File: src/rtl/audio_pkg.sv
// rtl/audio_pkg.sv - shared constants, state type and helpers for the tone player
package audio_pkg;

  localparam logic [7:0] PCM_MID = 8'd128;

  typedef enum logic {
    IDLE = 1'b0,
    PLAY = 1'b1
  } state_e;

  // Phase increments for C4..C6 at fs = 25e6/1024, inc = round(f*65536/fs); index 0 is silence.
  function automatic logic [15:0] tone_inc(input logic [3:0] sel);
    logic [15:0] inc;
    case (sel)
      4'd1:    inc = 16'd702;
      4'd2:    inc = 16'd788;
      4'd3:    inc = 16'd885;
      4'd4:    inc = 16'd937;
      4'd5:    inc = 16'd1052;
      4'd6:    inc = 16'd1181;
      4'd7:    inc = 16'd1326;
      4'd8:    inc = 16'd1405;
      4'd9:    inc = 16'd1577;
      4'd10:   inc = 16'd1770;
      4'd11:   inc = 16'd1875;
      4'd12:   inc = 16'd2105;
      4'd13:   inc = 16'd2362;
      4'd14:   inc = 16'd2651;
      4'd15:   inc = 16'd2809;
      default: inc = 16'd0;
    endcase
    return inc;
  endfunction

  // Square-wave PCM level: midscale when idle, otherwise midscale -/+ 4*vol by phase half.
  function automatic logic [7:0] pcm_level(input state_e st, input logic phase_msb,
                                           input logic [4:0] vol);
    logic [7:0] amp;
    amp = {1'b0, vol, 2'b00};
    if (st != PLAY) return PCM_MID;
    return phase_msb ? (PCM_MID + amp) : (PCM_MID - amp);
  endfunction

endpackage

File: src/rtl/audio_pwm.sv
// rtl/audio_pwm.sv - 256-clock PWM of the current PCM sample
module audio_pwm
  import audio_pkg::*;
(
  input  logic       clk,
  input  logic       reset,
  input  logic [7:0] sample_i,
  output logic       pwm_o
);

  logic [7:0] pcnt_q;
  logic       pwm_q;

  // Free-running carrier counter and registered compare against the sample.
  always_ff @(posedge clk or negedge reset) begin
    if (!reset) begin
      pcnt_q <= 8'd0;
      pwm_q  <= 1'b0;
    end else begin
      pcnt_q <= pcnt_q + 8'd1;
      pwm_q  <= (pcnt_q < sample_i);
    end
  end

  assign pwm_o = pwm_q;

endmodule

File: src/rtl/audio_tone_player.sv
// rtl/audio_tone_player.sv - square-wave tone generator with linear volume decay
module audio_tone_player
  import audio_pkg::*;
#(
  parameter int SAMPLE_DIV    = 1024,
  parameter int DECAY_SAMPLES = 128
) (
  input  logic       clk,
  input  logic       reset,
  input  logic       audio_en,
  input  logic [3:0] audio_sel,
  input  logic [4:0] audio_vol,
  output logic       busy,
  output logic       done,
  output logic [7:0] sample_out,
  output logic       pwm_out
);

  localparam int CW = $clog2(SAMPLE_DIV);
  localparam int DW = (DECAY_SAMPLES > 1) ? $clog2(DECAY_SAMPLES) : 1;
  localparam logic [CW-1:0] CNT_LAST  = CW'(SAMPLE_DIV - 1);
  localparam logic [DW-1:0] DCNT_LAST = DW'(DECAY_SAMPLES - 1);

  logic [CW-1:0] cnt_q;
  logic          tick;
  state_e        state_q;
  logic [15:0]   inc_q;
  logic [15:0]   phase_q;
  logic [4:0]    vol_q;
  logic [DW-1:0] dcnt_q;
  logic          done_q;
  logic [7:0]    sample_q;
  logic          cmd_load;

  assign tick     = (cnt_q == CNT_LAST);
  assign cmd_load = (audio_sel != 4'd0) && (audio_vol != 5'd0);

  // Sample-rate divider; runs regardless of state and ignores commands.
  always_ff @(posedge clk or negedge reset) begin
    if (!reset) begin
      cnt_q <= '0;
    end else if (tick) begin
      cnt_q <= '0;
    end else begin
      cnt_q <= cnt_q + CW'(1);
    end
  end

  // Play FSM: commands take priority over the tick, decay to zero ends the tone with done.
  always_ff @(posedge clk or negedge reset) begin
    if (!reset) begin
      state_q <= IDLE;
      inc_q   <= 16'd0;
      phase_q <= 16'd0;
      vol_q   <= 5'd0;
      dcnt_q  <= '0;
      done_q  <= 1'b0;
    end else begin
      done_q <= 1'b0;
      if (audio_en) begin
        if (cmd_load) begin
          state_q <= PLAY;
          inc_q   <= tone_inc(audio_sel);
          vol_q   <= audio_vol;
          phase_q <= 16'd0;
          dcnt_q  <= '0;
        end else begin
          state_q <= IDLE;
          vol_q   <= 5'd0;
        end
      end else if (state_q == PLAY && tick) begin
        phase_q <= phase_q + inc_q;
        if (dcnt_q == DCNT_LAST) begin
          dcnt_q <= '0;
          vol_q  <= vol_q - 5'd1;
          if (vol_q == 5'd1) begin
            state_q <= IDLE;
            done_q  <= 1'b1;
          end
        end else begin
          dcnt_q <= dcnt_q + DW'(1);
        end
      end
    end
  end

  // Registered PCM sample derived from the play state of the previous cycle.
  always_ff @(posedge clk or negedge reset) begin
    if (!reset) begin
      sample_q <= PCM_MID;
    end else begin
      sample_q <= pcm_level(state_q, phase_q[15], vol_q);
    end
  end

  audio_pwm u_pwm (
    .clk      (clk),
    .reset    (reset),
    .sample_i (sample_q),
    .pwm_o    (pwm_out)
  );

  assign busy       = (state_q == PLAY);
  assign done       = done_q;
  assign sample_out = sample_q;

endmodule
File: config.mk
export PLATFORM = sky130hd
export DESIGN_NAME = audio_tone_player
export DESIGN_NICKNAME = d
export VERILOG_FILES = /design/src/rtl/audio_pkg.sv /design/src/rtl/audio_pwm.sv /design/src/rtl/audio_tone_player.sv
export SDC_FILE = /design/constraint.sdc
export NUM_CORES = 1
export LEC_CHECK = 0
export CORE_ASPECT_RATIO = 1.75
export CORE_MARGIN = 3
export CORE_UTILIZATION = 60
export CTS_CLUSTER_DIAMETER = 40
export DETAILED_ROUTE_END_ITERATION = 8
export PLACE_DENSITY_LB_ADDON = 0.15
export RECOVER_POWER = 25
export SETUP_SLACK_MARGIN = 0.1
export SYNTH_ARGS = -nofsm -noshare
export SYNTH_HDL_FRONTEND = slang
export SYNTH_HIERARCHICAL = 1
export SYNTH_SLANG_ARGS = --single-unit
File: constraint.sdc
create_clock -name clk -period 2.4 [get_ports clk]
set_input_delay 0.48 -clock clk [delete_from_list [all_inputs] [get_ports clk]]
set_output_delay 0.48 -clock clk [all_outputs]
set_load 0.005 [all_outputs]
==> results of run 1 <==
==> how the worst max path moves through the flow <==
stage | to | cells past startpoint | startpoint
after global routing | phase_q[9] | 8 | inc_q[6]
after floorplan | phase_q[15] | 7 | inc_q[6]
final | phase_q[14] | 9 | inc_q[0]
after global placement | dcnt_q[2] | 9 | audio_sel[0]
after CTS | phase_q[14] | 9 | inc_q[0]
after detailed placement | dcnt_q[5] | 8 | audio_sel[0]
==> cells in the mapped netlist, types with 2 or more instances <==
cell type and n:
dfrtp_1 66, nand2_1 47, ha_1 32, o21ai_1 30
nor2_1 23, inv_1 22, a21oi_1 21, nand3_1 19
xor2_1 15, o21ai_0 12, xnor2_1 12, nor3_1 7
a21o_1 6, buf_4 6, o211ai_1 6, a211oi_1 5
and3_1 5, mux2i_1 5, or3_1 5, buf_2 4
clkbuf_1 4, mux4_2 4, nand2b_1 4, nor2b_1 4
and2_1 3, nand4_1 3, a22o_1 2, and4_1 2
o21a_1 2, o21bai_1 2, o221ai_1 2, or3b_1 2
==> worst max-delay path, cell delays in order, from the launching register on <==
cell and delay, ns:
dfrtp_1 0.36, ha_1 0.22, inv_1 0.07, fa_1 0.40, nand2b_1 0.20, a21oi_2 0.18, o22a_1 0.22, a21oi_1 0.14
o211ai_1 0.18, o31ai_1 0.09
==> repair_timing <==
item                       4_1_cts  5_1_grt
hold endpoints to repair         0        0
setup endpoints to repair        0        5
resized for setup                0        2
hold buffers                     0        0
setup buffers                    0        2
==> final cells by class <==
type	count	area, sq um
inverter	22	82.6
clock buffer	12	155
multi-input combinational	302	2070
clock inverter	4	48.8
tap	80	100
sequential	67	1680
fill	471	1750
timing repair buffer	40	343
==> flip-flops by register name (all words and copies together) (netlist names) <==
name,cells
busy,1
cnt_q,10
dcnt_q,7
done,1
inc_q,12
phase_q,16
sample_out,6
u_pwm/pcnt_q,8
u_pwm/pwm_o,1
vol_q,5
==> kinds of logic (layout without fill, tap and decap cells) <==
kind of cell             Yosys count  in the layout  share of synthesized area, %
AO/OA/AOI/OAI                     95             95                          14.7
XOR/XNOR                          27             27                          6.07
adder cells (fa/ha/maj)           33             33                          10.8
buffers and inverters             37             78                          4.27
flip-flops                        67             67                          43.1
multiplexers                      10             10                          3.89
other                              1              4                        0.0963
AND/OR/NAND/NOR                  133            133                          17.1
==> through the flow <==
step | setup slack (ns) | total power [uW] | cells | TNS, ns
floorplan | 0.478 | 1520 | 406 | 0
global placement | 0.0116 | 1680 | 509 | 0
detailed placement | -0.0542 | 1700 | 509 | -0.126
CTS | 0.136 | 2670 | 525 | 0
global route | 0.116 | 2760 | 527 | 0
finish | 0.219 | 2640 | 527 | 0
==> power by group through the flow <==
| stage | sequential [uW] | clock [uW] | combinational [uW] |
|---|---|---|---|
| finish | 1260 | 959 | 413 |
| global route | 1270 | 1020 | 466 |
| CTS | 1260 | 984 | 420 |
| detailed placement | 1280 | 0 | 417 |
| global placement | 1280 | 0 | 401 |
| floorplan | 1270 | 0 | 254 |
==> routing by layer <==
| layer | wire, um | vias up |
|---|---|---|
| li1 | - | 1493 |
| met2 | 4650 | 63 |
| met1 | 2990 | 1477 |
| met3 | 281 | 28 |
| met4 | 402 | 0 |
| met5 | 0 | - |
==> flow_summary.toml, run 1 <==
[power_and_ir_drop]
netSwitchingPower_uw = 706
combPwrFrac_pct = 15.7
p_seq_share_pct = 48.0
internal-power_uw = 1930
p_leak_uw = 0.00210
powerDensity_mw_per_mm2 = 589
p_sw_share_pct = 26.8
max-vdd-ir-drop_mv = 0.387
p_clk_share_pct = 36.4

[detailed_routing]
avgViaCountPerCell = 5.81
drc_errors = 0
wirelength_um = 8330
drt_iter0_markers = 208
wire_per_inst_um = 15.8
postRouteAntennaNets = 0
first_pass_iters = 4
vias = 3061

[critical_path]
crit_path_end_kind = "flip-flop"
critPathMaxFanout = 4
reg2reg_setup_slack_ns = 0.22
criticalPathCategory = "reg2reg"
worstPathRequired_ns = 2.63
rr_startpoint = "inc_q[0]"
arrival_ns = 2.41
r2r_cells = 9
r2r_end = "phase_q[14]"
cp-start-kind = "flip-flop"

[grt]
grt_max_degree = 68
grt_pass1_vias = 3175
use_met1_pct = 25.3
antenna_found_initial = 0
grtUsageTotal_pct = 25.1
grt_pass1_wl_um = 14200
grt_overflow = 0
grt-busiest-layer = "met2"
met2_usage_pct = 44.9
met3_usage_pct = 5.51

[worst_hold_path]
min_delay_path_depth = 1
min_from = "u_pwm/pcnt_q[7]"
hold_path_end = "u_pwm/pcnt_q[7]"
worstHoldPathType = "reg2reg"

[yosys]
syn_area_per_cell_sq_um = 9.66
synth.area.top_cells = "dfrtp_1, ha_1, nand2_1, o21ai_1, xor2_1"
synthCells = 403
ys_ff_latch = 67
synth_top_cell_area_share_pct = 42.4
synth_cell_types = 53
synth_area_sq_mm = 0.00389
yosysTopAreaCell = "dfrtp_1"
async_flop_share_pct = 100
synth-main-ff-cell = "dfrtp_1"
synth-edff-count = 0
yosysWarningCount = 18
synth-seq-area-share_pct = 43.1

[timing]
finalClockSkew_ns = 0.00909
finalHoldViolCount = 0
relSlewSlack_pct = -8.69
drv_slew = 68
max_freq_mhz = 459
layout_min_cycle_time_ns = 2.18
final-setup-viol-count = 0
grt_setup_unrepaired = "false"
timing.hold.ws_ns = 0.475
fin_crit_sh_pct = 90.9
tightest_slew_ns = 1.63

[layout]
layout-drive-gt1-share_pct = 11.4
final_cell_area_sq_mm = 0.00448
final_common_cell = "dfrtp_1"
nets = 487
final_cell_mix = "dfrtp_1, nand2_1, ha_1"
syn_to_final_growth_pct = 15.0
final_core_util_pct = 71.9
antennaDiodeCount = 0

[clocking]
clkSinkCount = 67
cts_htree_levels = 3
path_clk_slew_ns = 0.07
cts_buffers = 9
clock_latency_ns = 0.35
cts_tree = "built"
cts_max_path_buffers = 2
root_buffer = "clkbuf_8"

[run_status]
status = "finished with violations"
violations = "capacitance limit, slew limit"

[floorplanning]
start_util_pct = 62.5
core-area_sq_mm = 0.00623
die_w_um = 66.9
fp.dieH_um = 113
num_io_pins = 23
dieArea_sq_mm = 0.00753
rows = 38

[run]
cap_violations = 1

[place]
dpl_cell_area_sq_mm = 0.00427
dp_hpwl_um = 6350
routabilityCongestion = 0.838
port_buffers = 20
(Power assumes the default switching activity.)
==> inputs of run 2 (changes only) <==
TNS_END_PERCENT = 20   (was unset)
==> flow_summary.toml, run 2 (synthesis gave the netlist of run 1 again) <==
[layout]
n_fill_cell = 470
syn_to_final_growth_pct = 14.8
final_common_cell = "dfrtp_1"
final_cell_area_sq_mm = 0.00447
instances_no_fill = 527
nets = 487
top_regs = "phase_q (16), inc_q (12), cnt_q (10)"
max_flop_register = "phase_q"
final_cell_mix = "dfrtp_1, nand2_1, ha_1"
layout-drive-gt1-share_pct = 11.2
largest_register_ffs = 16
antennaDiodeCount = 0

[grt]
antenna_found_initial = 0
grt_pass1_wl_um = 14200
grt_overflow = 0
grt_pass1_vias = 3175
grt_max_degree = 68
grtUsageTotal_pct = 25.1

[detailed_routing]
drc_errors = 0
wirelength_um = 8380
first_pass_iters = 4
drt_iter0_markers = 201
postRouteAntennaNets = 0
avgViaCountPerCell = 5.82
vias = 3066
wire_per_inst_um = 15.9

[worst_hold_path]
worstHoldPathType = "reg2reg"

[critical_path]
arrival_ns = 2.48
criticalPathCategory = "reg2reg"
critPathMaxFanout = 4
worstPathRequired_ns = 2.67
crit_path_end_kind = "flip-flop"
cp-start-kind = "flip-flop"

[floorplanning]
rows = 38
core-area_sq_mm = 0.00623
start_util_pct = 62.5
dieArea_sq_mm = 0.00753
num_io_pins = 23
fp.dieH_um = 113
die_w_um = 66.9

[timing]
relSlewSlack_pct = -8.98
final-setup-viol-count = 0
final.setup.worst_slack_ns = 0.194
finalHoldViolCount = 0
finalClockSkew_ns = 0.0104
tightest_slew_ns = 1.63
drv_slew = 68
grt_setup_unrepaired = "true"
fin_crit_sh_pct = 91.9
layout_min_cycle_time_ns = 2.21
max_freq_mhz = 453

[power_and_ir_drop]
p_total_uw = 2640
max-vdd-ir-drop_mv = 0.385
powerDensity_mw_per_mm2 = 590
p_leak_uw = 0.00210

[clocking]
clock_latency_ns = 0.36
root_buffer = "clkbuf_8"
cts_max_path_buffers = 2
cts_buffers = 9
cts_tree = "built"
hold_buffers = 0
path_clk_slew_ns = 0.07
cts_htree_levels = 3
clkSinkCount = 67

[place]
port_buffers = 20
placedCellCount = 509
dp_hpwl_um = 6350
routabilityCongestion = 0.838
dpl_cell_area_sq_mm = 0.00427
post-place-ws_ns = -0.0542

[run]
cap_violations = 1

[run_status]
status = "finished with violations"
violations = "capacitance limit, slew limit"
run 2: report_power, final:
part / internal (uW) / switching, uW / total, uW
Clock: 535 / 428 / 963
Sequential: 1200 / 62.9 / 1270
Combinational: 193 / 220 / 413
Total: 1930 / 711 / 2640
run 2: path summary, 6_finish.rpt:
path | from | end | slack (ns) | cells after the start
max | inc_q[6] | phase_q[15] | 0.19 | 7
min | u_pwm/pcnt_q[7] | u_pwm/pcnt_q[7] | 0.47 | 1
max reg2reg | inc_q[6] | phase_q[15] | 0.19 | 7
min reg2reg | u_pwm/pcnt_q[7] | u_pwm/pcnt_q[7] | 0.47 | 1
max in group asynchronous | reset | dcnt_q[1] | 0.79 | 2
min in group asynchronous | reset | cnt_q[6] | 0.63 | 2
run 2: cell type report:
class	count	area [sq um]	area share, %
clock buffers	12	155	3.47
repair buffers	40	343	7.66
multi-input cells	302	2070	46.2
well taps	80	100	2.24
inverters	22	82.6	1.85
flip-flops and latches	67	1680	37.5
clock inverters	4	48.8	1.09
run 2: what timing repair did:
item | in CTS | in global routing
gates resized for setup | 0 | 1
setup endpoints to repair | 0 | 5
buffers inserted | 0 | 2
run 2: layer usage:
metal | global-route usage, % | up-vias | part of all wire (%)
li1 | - | 1488 | -
met1 | 25.3 | 1492 | 37
met2 | 44.9 | 56 | 55
met3 | 5.51 | 30 | 3.2
met4 | 15.6 | 0 | 5.1
met5 | 0 | - | 0
run 2: stage by stage:
step | hold slack, ns | TNS, ns | utilization, %
6_report | 0.475 | 0 | 71.8
5_1_grt | 0.510 | 0 | 71.8
4_1_cts | 0.141 | 0 | 71.8
3_5_place_dp | 0.464 | -0.126 | 68.5
3_3_place_gp | 0.457 | 0 | 68.5
2_1_floorplan | 0.184 | 0 | -
run 2: worst max-delay path, cell delays in order (launching register included):
cell	delay (ns)
dfrtp_1	0.41
ha_1	0.35
a21o_1	0.18
or3_1	0.32
o211ai_1	0.28
o221ai_1	0.22
nand4_1	0.16
mux2i_1	0.20
==> inputs of run 3 (changes only) <==
TNS_END_PERCENT = unset   (was 20)
==> results of run 3 <==
The final DEF is identical to that of run 1; final timing and power are the same.
